===== src/rtl/base_n_digit_add.sv =====
// Single-digit adder in radix BASE.
// Adds two DW-bit digits plus a carry-in, wrapping at BASE, and flags any
// operand digit that is not a legal digit of the radix.
//   a, b    : operand digits
//   cin     : carry in (0 or 1)
//   digit   : (a + b + cin) mod BASE, valid when both operands are legal
//   cout    : 1 when a + b + cin >= BASE
//   invalid : 1 when a >= BASE or b >= BASE
module base_n_digit_add #(
    parameter int unsigned BASE = 14,
    parameter int unsigned DW   = 4
) (
    input  logic [DW-1:0] a,
    input  logic [DW-1:0] b,
    input  logic          cin,
    output logic [DW-1:0] digit,
    output logic          cout,
    output logic          invalid
);

    // One extra bit so that BASE == 2**DW is representable.
    localparam logic [DW:0] BaseW = (DW+1)'(BASE);

    logic [DW:0] t;
    logic [DW:0] t_wrapped;

    assign t         = {1'b0, a} + {1'b0, b} + {{DW{1'b0}}, cin};
    assign t_wrapped = t - BaseW;
    assign cout      = (t >= BaseW);
    assign digit     = cout ? t_wrapped[DW-1:0] : t[DW-1:0];
    assign invalid   = ({1'b0, a} >= BaseW) || ({1'b0, b} >= BaseW);

endmodule


===== src/rtl/base_n_serial_adder.sv =====
// Digit-serial adder for two unsigned DIGITS-digit numbers in radix BASE.
// One digit pair is summed per clock, least significant first, after a start
// request in IDLE. The (DIGITS+1)-digit result is registered and announced by
// a one-cycle done pulse; operands holding an illegal digit are rejected
// immediately with err set and sum cleared.
//   CLOCK_50 : clock, rising edge
//   RESET    : asynchronous active-high reset
//   start    : add request, sampled only in IDLE
//   a_digits : operand A, digit i at [i*DW +: DW]
//   b_digits : operand B, same packing
//   busy     : addition in progress
//   done     : one-cycle pulse when sum/err are updated
//   err      : last accepted operand set held a digit >= BASE
//   sum      : result digits, top digit is the final carry
module base_n_serial_adder #(
    parameter int unsigned BASE   = 14,
    parameter int unsigned DIGITS = 4,
    parameter int unsigned DW     = 4
) (
    input  logic                     CLOCK_50,
    input  logic                     RESET,
    input  logic                     start,
    input  logic [DIGITS*DW-1:0]     a_digits,
    input  logic [DIGITS*DW-1:0]     b_digits,
    output logic                     busy,
    output logic                     done,
    output logic                     err,
    output logic [(DIGITS+1)*DW-1:0] sum
);

    localparam int unsigned       IW      = (DIGITS > 1) ? $clog2(DIGITS) : 1;
    localparam int unsigned       SW      = (DIGITS + 1) * DW;
    localparam logic [IW-1:0]     LastIdx = IW'(DIGITS - 1);

    typedef enum logic {StIdle, StRun} state_e;

    state_e          state_q, state_d;
    logic [DW-1:0]   a_q    [DIGITS];
    logic [DW-1:0]   a_d    [DIGITS];
    logic [DW-1:0]   b_q    [DIGITS];
    logic [DW-1:0]   b_d    [DIGITS];
    logic [DW-1:0]   work_q [DIGITS];
    logic [DW-1:0]   work_d [DIGITS];
    logic [IW-1:0]   idx_q, idx_d;
    logic            carry_q, carry_d;
    logic            done_q, done_d;
    logic            err_q, err_d;
    logic [SW-1:0]   sum_q, sum_d;

    // Validity scan over the raw inputs so a bad operand set is caught at the
    // start edge itself. Only the invalid flag of these adders is used.
    logic [DIGITS-1:0] inv_vec;
    logic [DW-1:0]     chk_digit [DIGITS];
    logic [DIGITS-1:0] chk_cout;
    logic              any_invalid;

    for (genvar g = 0; g < DIGITS; g++) begin : g_chk
        base_n_digit_add #(
            .BASE (BASE),
            .DW   (DW)
        ) u_chk (
            .a       (a_digits[g*DW +: DW]),
            .b       (b_digits[g*DW +: DW]),
            .cin     (1'b0),
            .digit   (chk_digit[g]),
            .cout    (chk_cout[g]),
            .invalid (inv_vec[g])
        );
    end

    logic unused_chk;
    always_comb begin
        unused_chk = ^chk_cout;
        for (int i = 0; i < DIGITS; i++) begin
            unused_chk = unused_chk ^ (^chk_digit[i]);
        end
    end

    assign any_invalid = |inv_vec;

    // RUN datapath: one digit pair per cycle.
    logic [DW-1:0] add_digit;
    logic          add_cout;
    logic          add_invalid;

    base_n_digit_add #(
        .BASE (BASE),
        .DW   (DW)
    ) u_add (
        .a       (a_q[idx_q]),
        .b       (b_q[idx_q]),
        .cin     (carry_q),
        .digit   (add_digit),
        .cout    (add_cout),
        .invalid (add_invalid)
    );

    logic unused_add;
    assign unused_add = add_invalid;

    always_comb begin
        state_d = state_q;
        a_d     = a_q;
        b_d     = b_q;
        work_d  = work_q;
        idx_d   = idx_q;
        carry_d = carry_q;
        done_d  = 1'b0;
        err_d   = err_q;
        sum_d   = sum_q;
        unique case (state_q)
            StIdle: begin
                if (start) begin
                    for (int i = 0; i < DIGITS; i++) begin
                        a_d[i] = a_digits[i*DW +: DW];
                        b_d[i] = b_digits[i*DW +: DW];
                    end
                    if (any_invalid) begin
                        err_d  = 1'b1;
                        sum_d  = '0;
                        done_d = 1'b1;
                    end else begin
                        err_d   = 1'b0;
                        carry_d = 1'b0;
                        idx_d   = '0;
                        state_d = StRun;
                    end
                end
            end
            StRun: begin
                work_d[idx_q] = add_digit;
                carry_d       = add_cout;
                idx_d         = idx_q + IW'(1);
                if (idx_q == LastIdx) begin
                    for (int i = 0; i < DIGITS; i++) begin
                        sum_d[i*DW +: DW] = work_d[i];
                    end
                    sum_d[DIGITS*DW +: DW] = DW'(add_cout);
                    idx_d   = '0;
                    done_d  = 1'b1;
                    state_d = StIdle;
                end
            end
            default: state_d = StIdle;
        endcase
    end

    always_ff @(posedge CLOCK_50 or posedge RESET) begin
        if (RESET) begin
            state_q <= StIdle;
            for (int i = 0; i < DIGITS; i++) begin
                a_q[i]    <= '0;
                b_q[i]    <= '0;
                work_q[i] <= '0;
            end
            idx_q   <= '0;
            carry_q <= 1'b0;
            done_q  <= 1'b0;
            err_q   <= 1'b0;
            sum_q   <= '0;
        end else begin
            state_q <= state_d;
            a_q     <= a_d;
            b_q     <= b_d;
            work_q  <= work_d;
            idx_q   <= idx_d;
            carry_q <= carry_d;
            done_q  <= done_d;
            err_q   <= err_d;
            sum_q   <= sum_d;
        end
    end

    assign busy = (state_q == StRun);
    assign done = done_q;
    assign err  = err_q;
    assign sum  = sum_q;

endmodule


===== config.mk =====
export PLATFORM = sky130hd
export DESIGN_NAME = base_n_serial_adder
export DESIGN_NICKNAME = d
export VERILOG_FILES = /design/src/rtl/base_n_digit_add.sv /design/src/rtl/base_n_serial_adder.sv
export SDC_FILE = /design/constraint.sdc
export NUM_CORES = 1
export LEC_CHECK = 0
export CAP_MARGIN = 20
export CELL_PAD_IN_SITES_DETAIL_PLACEMENT = 0
export CELL_PAD_IN_SITES_GLOBAL_PLACEMENT = 1
export CORE_MARGIN = 2
export CORE_UTILIZATION = 40
export CTS_CLUSTER_SIZE = 25
export DETAILED_ROUTE_END_ITERATION = 7
export PLACE_DENSITY = 0.87
export SYNTH_ARGS = -nofsm -noshare
export SYNTH_HDL_FRONTEND = slang
export SYNTH_SLANG_ARGS = --single-unit

===== constraint.sdc =====
create_clock -name CLOCK_50 -period 5 [get_ports CLOCK_50]
set_input_delay 1 -clock CLOCK_50 [delete_from_list [all_inputs] [get_ports CLOCK_50]]
set_output_delay 1 -clock CLOCK_50 [all_outputs]
set_load 0.01 [all_outputs]

# After elaboration in Yosys (flattened, before gate mapping)
# Index checks and enable logic that the tools add are counted.
# op_classes
addsub,4
multipliers,0
div,0
n_lt_le_gt_ge,11
eq_ne,5
shift,0
n_mux,29
bitwise,2
n_reduce_logical,9
# op_table
cell,n
two-way mux 20 bit,3
one-hot mux 20 bit (2 select lines),1
>= comparator 4 bit (second input constant),8
two-way mux 4 bit,6
binary-select mux 4 bit (select 2 bit),2
bitwise mux 16 bit,1
demux 4 bit (select 2 bit),1
two-way mux 1 bit,8
two-way mux 2 bit,3
!= test 2 bit (second input constant),3
one-hot mux 1 bit (2 select lines),3
adder 4 x 4 -> 5 bit,1
adder 5 x 1 -> 5 bit,1
>= comparator 5 x 4 -> 1 bit (second input constant),1
logical OR 1 bit,4
one-hot mux 2 bit (2 select lines),1
AND reduction 2 bit,2
OR reduction 4 bit,1
subtractor 4 bit (second input constant),1
>= comparator 3 bit (second input constant),1
< comparator 3 x 1 -> 1 bit (second input constant),1
NOT 2 -> 3 bit,1
AND reduction 3 bit,1
adder 2 x 1 -> 2 bit (second input constant),1
4 further kinds,4
# totals
reg_bits,74
latch_bits,0
ramBits,0
mem_bits_ro,0
in_bits,35
output_inout_bits,23
word_cells,78
n_memories,0

# Depth between registers and ports, before layout
# Gate-level depths: netlist (run 1).
# logic_depth
word_depth,11
mapped_depth,13
depth_no_buf,12

# By module
# Synthesis (run 1) repeated with hierarchy kept, for this count alone.
# unflattened
cells_unflattened,475
area_unflattened_um2,5003.5
# by_module_without_submodules
module,instances,cells_per_inst,area_per_inst_um2
base_n_serial_adder,1,222,3133.0
base_n_digit_add at g_chk[0].u_chk ...,4,51,382.9
base_n_digit_add at u_add,1,49,339.1

# Worst setup path before layout (run 1)
# OpenSTA, ideal clock, no wires.
# synth_path
path_type,register to register
startpoint,register idx_q[0]
endpoint,"register sum_q[10], in the netlist sum[10]"
t_arrival_ns,3.644
t_required_ns,4.875
setup_slack_ns,1.232
path_stages_with_launch,14
n_path_buf,1
synth_period_minus_slack_ns,3.768
path_cell_list,dfrtp_1 buf_1 mux4_2 fa_1 inv_1 fa_1 xor2_1 inv_2 ha_1 a21oi_4 o311ai_4 a211oi_4 o22ai_1 mux2_2
# synth_between
elab_chain_cells,11
# synth_lines
element,line,rtl
start: declaration,base_n_serial_adder.sv:44,"logic [IW-1:0] idx_q, idx_d;"
start signal: assignment,base_n_serial_adder.sv:166,idx_q <= idx_d;
NOT 2 -> 3 bit (implied by the code),"base_n_serial_adder.sv:90, base_n_serial_adder.sv:91, base_n_serial_adder.sv:131",
binary-select mux 4 bit (select 2 bit) (on tied branches),"base_n_serial_adder.sv:90, base_n_serial_adder.sv:91",
two-way mux 4 bit (on tied branches) (2 in series),"base_n_serial_adder.sv:90, base_n_serial_adder.sv:91",
adder 4 x 4 -> 5 bit,base_n_digit_add.sv:27,"assign t = {1'b0, a} + {1'b0, b} + {{DW{1'b0}}, cin};"
adder 5 x 1 -> 5 bit,base_n_digit_add.sv:27,
subtractor 4 bit or >= comparator 5 x 4 -> 1 bit (tied branches),"base_n_digit_add.sv:28, base_n_digit_add.sv:29",
two-way mux 4 bit,base_n_digit_add.sv:30,assign digit = cout ? t_wrapped[DW-1:0] : t[DW-1:0];
bitwise mux 16 bit,base_n_serial_adder.sv:131,work_d[idx_q] = add_digit;
two-way mux 20 bit,base_n_serial_adder.sv:134,if (idx_q == LastIdx) begin
one-hot mux 20 bit (2 select lines),base_n_serial_adder.sv:111,unique case (state_q)
end signal: assignment,base_n_serial_adder.sv:170,sum_q <= sum_d;
end: declaration,base_n_serial_adder.sv:48,"logic [SW-1:0] sum_q, sum_d;"
# Several ways; a longest one is shown, not always the timed one. The select of a mux whose other input is x is not followed.
# A chain may end at the register's enable or synchronous reset.

# Final worst setup path (run 1)
# layout_path
startpoint,register idx_q[0]
endpoint,"register sum_q[2], in the netlist sum[2]"
# Same word-level chain as after synthesis.

==> reports/results.tsv, run 1 <==
metric	value	unit
synth_top_area_share	0.514	
htree_levels	3	
start_util	0.417	
synth_xor_area_frac	0.00806	
yosys.area.top_type	dfrtp_1	
fillers	686	
vias	2445	
die_h	94.3	microns
synthAdderAreaFrac	0.0430	
netlist_area	3260	sq um
clk_pin_slew	0.08	ns
routedWlPerCell	14.9	microns
yosysWarningCount	0	
synth_cells	317	
antenna_found_initial	0	
area_delta_synth_final	26.7	%
synth_most_common_cell	nand2_1	
slew_headroom	0.576	
cap_violations	0	
cts_root_buffer	clkbuf_8	
path_buf_inv	2	
crit_type	reg -> reg	
dp_hpwl	5170	microns
synth_common_cells	nand2_1 (113), dfrtp_1 (67), clkbuf_1 (14)	
worstMarginPinSlew	0.637	ns
slew_violations	0	
clock_skew	0.0133	ns
end_kind	flop	
slowest_delay	0.76	ns
core-area	7810	sq um
cts-resized-gates	0	
dieArea	8890	sq um
cts_made_buffers	9	
drt-vias-per-instance	5.13	
synth_top_family_by_area	simple AND/OR/NAND/NOR gates	
synth_mux_area_frac	0.119	
rows	32	
cts_tree	done	
routed_wl	7120	microns
drive_gt1_frac	0.131	
cpMostUsedCell	fa_1	
seq_area_frac_synth	0.514	
clk_path_buf_depth	2	
hold_viol	0	
fin_crit_sh	0.782	
syn-mean-instance-area	10.3	sq um
ant_nets	0	
arrival	4.14	ns
crit_slowest_cell	dfrtp_1	
hold_buffers	0	
synth_area_leaders	dfrtp_1 (51%), nand2_1 (13%), mux4_2 (5.5%)	
cts_sinks	67	
hp-class	reg -> reg	
path_max_fanout	13	
n_antenna_cell	0	
grt_use_total	0.174	
drt_iter0_drc	103	
grt_start_max_net_pins	39	
place_congestion	0.842	
status	complete, no violations	
yosys.area_share.simple	0.173	
multi_input_area	1470	sq um
synth_compound_area_frac	0.104	
regArea	1680	sq um
start_kind	flop	
grt_first_pass_wirelength	11700	microns
crit_family	multiplexers	
ys_seq_elements	67	
cts_setup_buffers	0	
first_global_vias	2409	
nNetsFinal	415	
clkLatencyLatePin	0.35	ns
dr.pass1.iters	4	
fin_crit	3.91	ns
port_buffers	54	
gr-total-overflow	0	
ys_types	41	
fin_setup_tns	0	ns
io_pins	58	
synth-edff-count	0	
synthArstFlopShare	1.00	
worstPathCellList	mux4_2, fa_1, inv_1, fa_1, xor2_1, inv_2, ha_1, a21oi_4, o311ai_4, a211oi_4, o21ai_0, mux2_2	
required	5.23	ns
finalSetupViolCount	0	
ys.flop_type	dfrtp_1	
timing.fmax	256	MHz
rsz0062_at_grt	false	
die_x	94.3	microns
drc_errors	0	
==> per-stage QoR <==
stage | util | cell area (sq um) | cells | hold slack, ns | setup WS (ns)
floorplan | - | 3270 | 319 | 0.440 | 1.23
global route | 0.529 | 4130 | 477 | 0.497 | 0.813
global placement | 0.497 | 3880 | 460 | 0.454 | 1.20
detailed placement | 0.499 | 3900 | 461 | 0.459 | 1.07
CTS | 0.529 | 4130 | 477 | 0.479 | 1.06
finish | 0.529 | 4130 | 477 | 0.474 | 1.09
==> registers in the layout, summed over array words and instances (netlist names) <==
name and flops:
a_q 16, sum 17, idx_q 2, done 1, b_q 16, busy 1
carry_q 1, work_q 12, err 1
==> kinds of logic after synthesis <==
logic type | after synthesis
buf+inv | 30
flops | 67
mux | 27
xor+xnor | 3
other cells | 1
fa+ha+maj | 10
compound gates | 41
simple gates | 138
==> placed cells by master, fill, tap and decap left out, drive strengths merged, types with 6 or more instances in the layout <==
cell type	Yosys	final
mux2	13	13
mux2i	6	6
mux4	8	8
dfrtp	67	67
nand2	113	113
clkdlybuf4s50	0	54
o2bb2ai	6	6
ha	8	8
clkbuf	14	10
inv	12	15
o21ai	10	10
and3	8	8
a21o	7	7
==> final cells by class <==
| class | count | share of cell area |
|---|---|---|
| repair buffers | 58 | 0.140 |
| inverters | 12 | 0.0109 |
| clock inverters | 6 | 0.0230 |
| multi-input cells | 222 | 0.356 |
| clock buffers | 10 | 0.0333 |
| well taps | 102 | 0.0309 |
| flip-flops and latches | 67 | 0.406 |
==> routing by layer <==
layer	share of wire	up-vias	global-route usage	routed length, microns
li1	-	1174	-	-
met1	0.45	1183	0.232	3230
met2	0.47	73	0.272	3370
met3	0.053	15	0.0514	376
met4	0.020	0	0.0604	144
met5	0	-	0	0
==> path summary, 6_finish.rpt <==
kind                       slack [ns]                 start                     end  cells after the start
max in group asynchronous        3.00                 RESET  work_q[14]$_DFFE_PP0P_                      3
setup / recovery                 1.09  idx_q[0]$_DFFE_PP0P_      sum[2]$_DFFE_PP0P_                     12
min in group asynchronous        1.06                 RESET     b_q[14]$_DFFE_PP0P_                      2
hold reg to reg                  0.47    b_q[6]$_DFFE_PP0P_      b_q[6]$_DFFE_PP0P_                      2
hold / removal                   0.47    b_q[6]$_DFFE_PP0P_      b_q[6]$_DFFE_PP0P_                      2
setup reg to reg                 1.09  idx_q[0]$_DFFE_PP0P_      sum[2]$_DFFE_PP0P_                     12
==> worst reg2reg max path, cell delays in order, from the launching register on <==
cell and delay, ns:
dfrtp_1 0.76, mux4_2 0.61, fa_1 0.42, inv_1 0.08
fa_1 0.20, xor2_1 0.25, inv_2 0.09, ha_1 0.26
a21oi_4 0.17, o311ai_4 0.16, a211oi_4 0.39, o21ai_0 0.13
mux2_2 0.27
Power of run 1 is left out: the tool's default activity adds up to more than one toggle a clock period on the data nets, which glitch-free logic cannot reach.
==> inputs of run 2 (changes only) <==
==> constraint.sdc (replaced) <==
create_clock -name CLOCK_50 -period 3.6 [get_ports CLOCK_50]
set_input_delay 0.72 -clock CLOCK_50 [delete_from_list [all_inputs] [get_ports CLOCK_50]]
set_output_delay 0.72 -clock CLOCK_50 [all_outputs]
set_load 0.01 [all_outputs]
==> run 2 against run 1 <==
Critical path depth stayed put. Cell count is 1.5% higher. Fmax increased by 15%. Via count is 0.33% lower. Global-route usage up 0.26 points. Die area unchanged. Cell area grew 1.3%. Utilization is 0.71 points higher. Clock skew decreased by 0.0018 ns. Non-clock buffer count increased by 7. Sequential share of layout area is 0.50 points lower. First-iteration DRC count fell by 49%. Critical endpoint unchanged.
==> reports/results.tsv, run 2 (synthesis gave the netlist of run 1 again) <==
metric	value	unit	change
fin_crit_sh	0.941		+0.160
die_h	94.3	microns	unchanged
place_congestion	0.782		-7.1%
dpl-instance-area	3920	sq um	+0.58%
routedWlPerCell	14.9	microns	-0.12%
arrival	3.62	ns	-0.52 ns
vias	2437		-0.33%
clkLatencyLatePin	0.35	ns	about the same
area_delta_synth_final	28.4	%	
cts_sinks	67		unchanged
drt_iter0_drc	53		-49%
cap_violations	0		unchanged
final_common_cell	nand2_1		
cts_root_buffer	clkbuf_8		
path_max_fanout	6		-7
grt_use_total	0.177		+0.00259
worstMarginPinSlew	0.764	ns	+0.128 ns
port_buffers	54		unchanged
drt-vias-per-instance	5.04		-1.8%
hold_viol	0		unchanged
hold_buffers	0		unchanged
cts_made_buffers	9		unchanged
slew_violations	0		unchanged
required	3.83	ns	-1.40 ns
dp_cells	465		+0.87%
largest_reg_flops	17		unchanged
first_global_vias	2450		+1.7%
end_kind	flop		
die_x	94.3	microns	unchanged
grt_start_max_net_pins	39		unchanged
mostFrequentLayoutCells	nand2_1 (113), dfrtp_1 (66), clkdlybuf4s50_1 (54)		
drive_gt1_frac	0.154		+0.0238
dp_worst_setup_slack	0.0282	ns	-1.04 ns
rsz0062_at_grt	false		
fin_setup_tns	0	ns	unchanged
antenna_found_initial	0		unchanged
htree_levels	3		unchanged
clock_skew	0.0115	ns	-0.00184 ns
fin_cells	484		+1.5%
routed_wl	7220	microns	+1.3%
final_area	4180	sq um	+1.3%
start_util	0.417		unchanged
core-area	7810	sq um	unchanged
dp_hpwl	5260	microns	+1.8%
timing.fmax	295	MHz	+15%
status	complete, no violations		
worst_slack	0.211	ns	-0.880 ns
clk_path_buf_depth	2		unchanged
ant_nets	0		unchanged
finalSetupViolCount	0		unchanged
grt_first_pass_wirelength	12000	microns	+2.0%
fillers	708		+3.2%
gr-total-overflow	0		unchanged
start_kind	flop		
fin_crit	3.39	ns	-0.520 ns
hp-class	reg -> reg		
dieArea	8890	sq um	unchanged
cts_tree	done		
dr.pass1.iters	4		unchanged
io_pins	58		unchanged
n_antenna_cell	0		unchanged
rows	32		unchanged
drc_errors	0		unchanged
nNetsFinal	422		+1.7%
clk_pin_slew	0.07	ns	about the same
crit_type	reg -> reg		
slew_headroom	0.490		-0.0858
-- run 2: cell types whose count changed in the layout (fill, tap and decap cells not counted), sizes merged --
cell,previous run,this run
clkinvlp,0,2
inv,15,12
buf,4,11
clkinv,1,2
-- run 2: metal layers --
metal / track usage / up-vias / share of wire
met1: 0.238 / 1186 / 0.47
met2: 0.279 / 50 / 0.48
met4: 0.0773 / 0 / 0.023
met5: 0 / - / 0
li1: - / 1185 / -
met3: 0.0329 / 16 / 0.030
-- run 2: stage by stage --
step / util / hold WS, ns
4_1_cts: 0.531 / 0.476
3_5_place_dp: 0.502 / 0.457
2_1_floorplan: - / 0.440
5_1_grt: 0.536 / 0.492
3_3_place_gp: 0.502 / 0.453
6_report: 0.536 / 0.474
-- run 2: layout make-up --
class | instances | area (sq um) | area share
clock buffer | 10 | 138 | 0.0329
clock inverter | 6 | 88.8 | 0.0212
inverter | 12 | 45.0 | 0.0108
multi-input combinational | 222 | 1480 | 0.355
sequential | 67 | 1680 | 0.401
tap | 102 | 128 | 0.0305
timing repair buffer | 65 | 623 | 0.149
-- run 2: final timing paths --
| check | slack [ns] | cells past startpoint | endpoint | startpoint |
|---|---|---|---|---|
| max in group asynchronous | 2.01 | 3 | a_q[1]$_DFFE_PP0P_ | RESET |
| setup / recovery | 0.21 | 12 | sum[2]$_DFFE_PP0P_ | idx_q[0]$_DFFE_PP0P_ |
| hold reg to reg | 0.47 | 2 | a_q[13]$_DFFE_PP0P_ | a_q[13]$_DFFE_PP0P_ |
| min in group asynchronous | 0.85 | 2 | work_q[6]$_DFFE_PP0P_ | RESET |
| hold / removal | 0.47 | 2 | a_q[13]$_DFFE_PP0P_ | a_q[13]$_DFFE_PP0P_ |
| setup reg to reg | 0.21 | 12 | sum[2]$_DFFE_PP0P_ | idx_q[0]$_DFFE_PP0P_ |
-- run 2: timing repair --
item / in CTS / in global routing
endpoints found under the hold margin: 0 / 0
gates resized for setup: 0 / 3
setup buffers: 0 / 3
endpoints found under the setup margin: 0 / 7
-- run 2: critical path, stage by stage (launching register included) --
cell      delay, ns
dfrtp_2        0.41
mux4_2         0.52
fa_1           0.43
inv_1          0.08
fa_1           0.23
xor2_2         0.20
inv_2          0.08
ha_1           0.25
a21oi_4        0.17
o311ai_4       0.15
a211oi_4       0.35
o21ai_0        0.12
mux2_2         0.27
Power of run 2 is left out for the same reason.
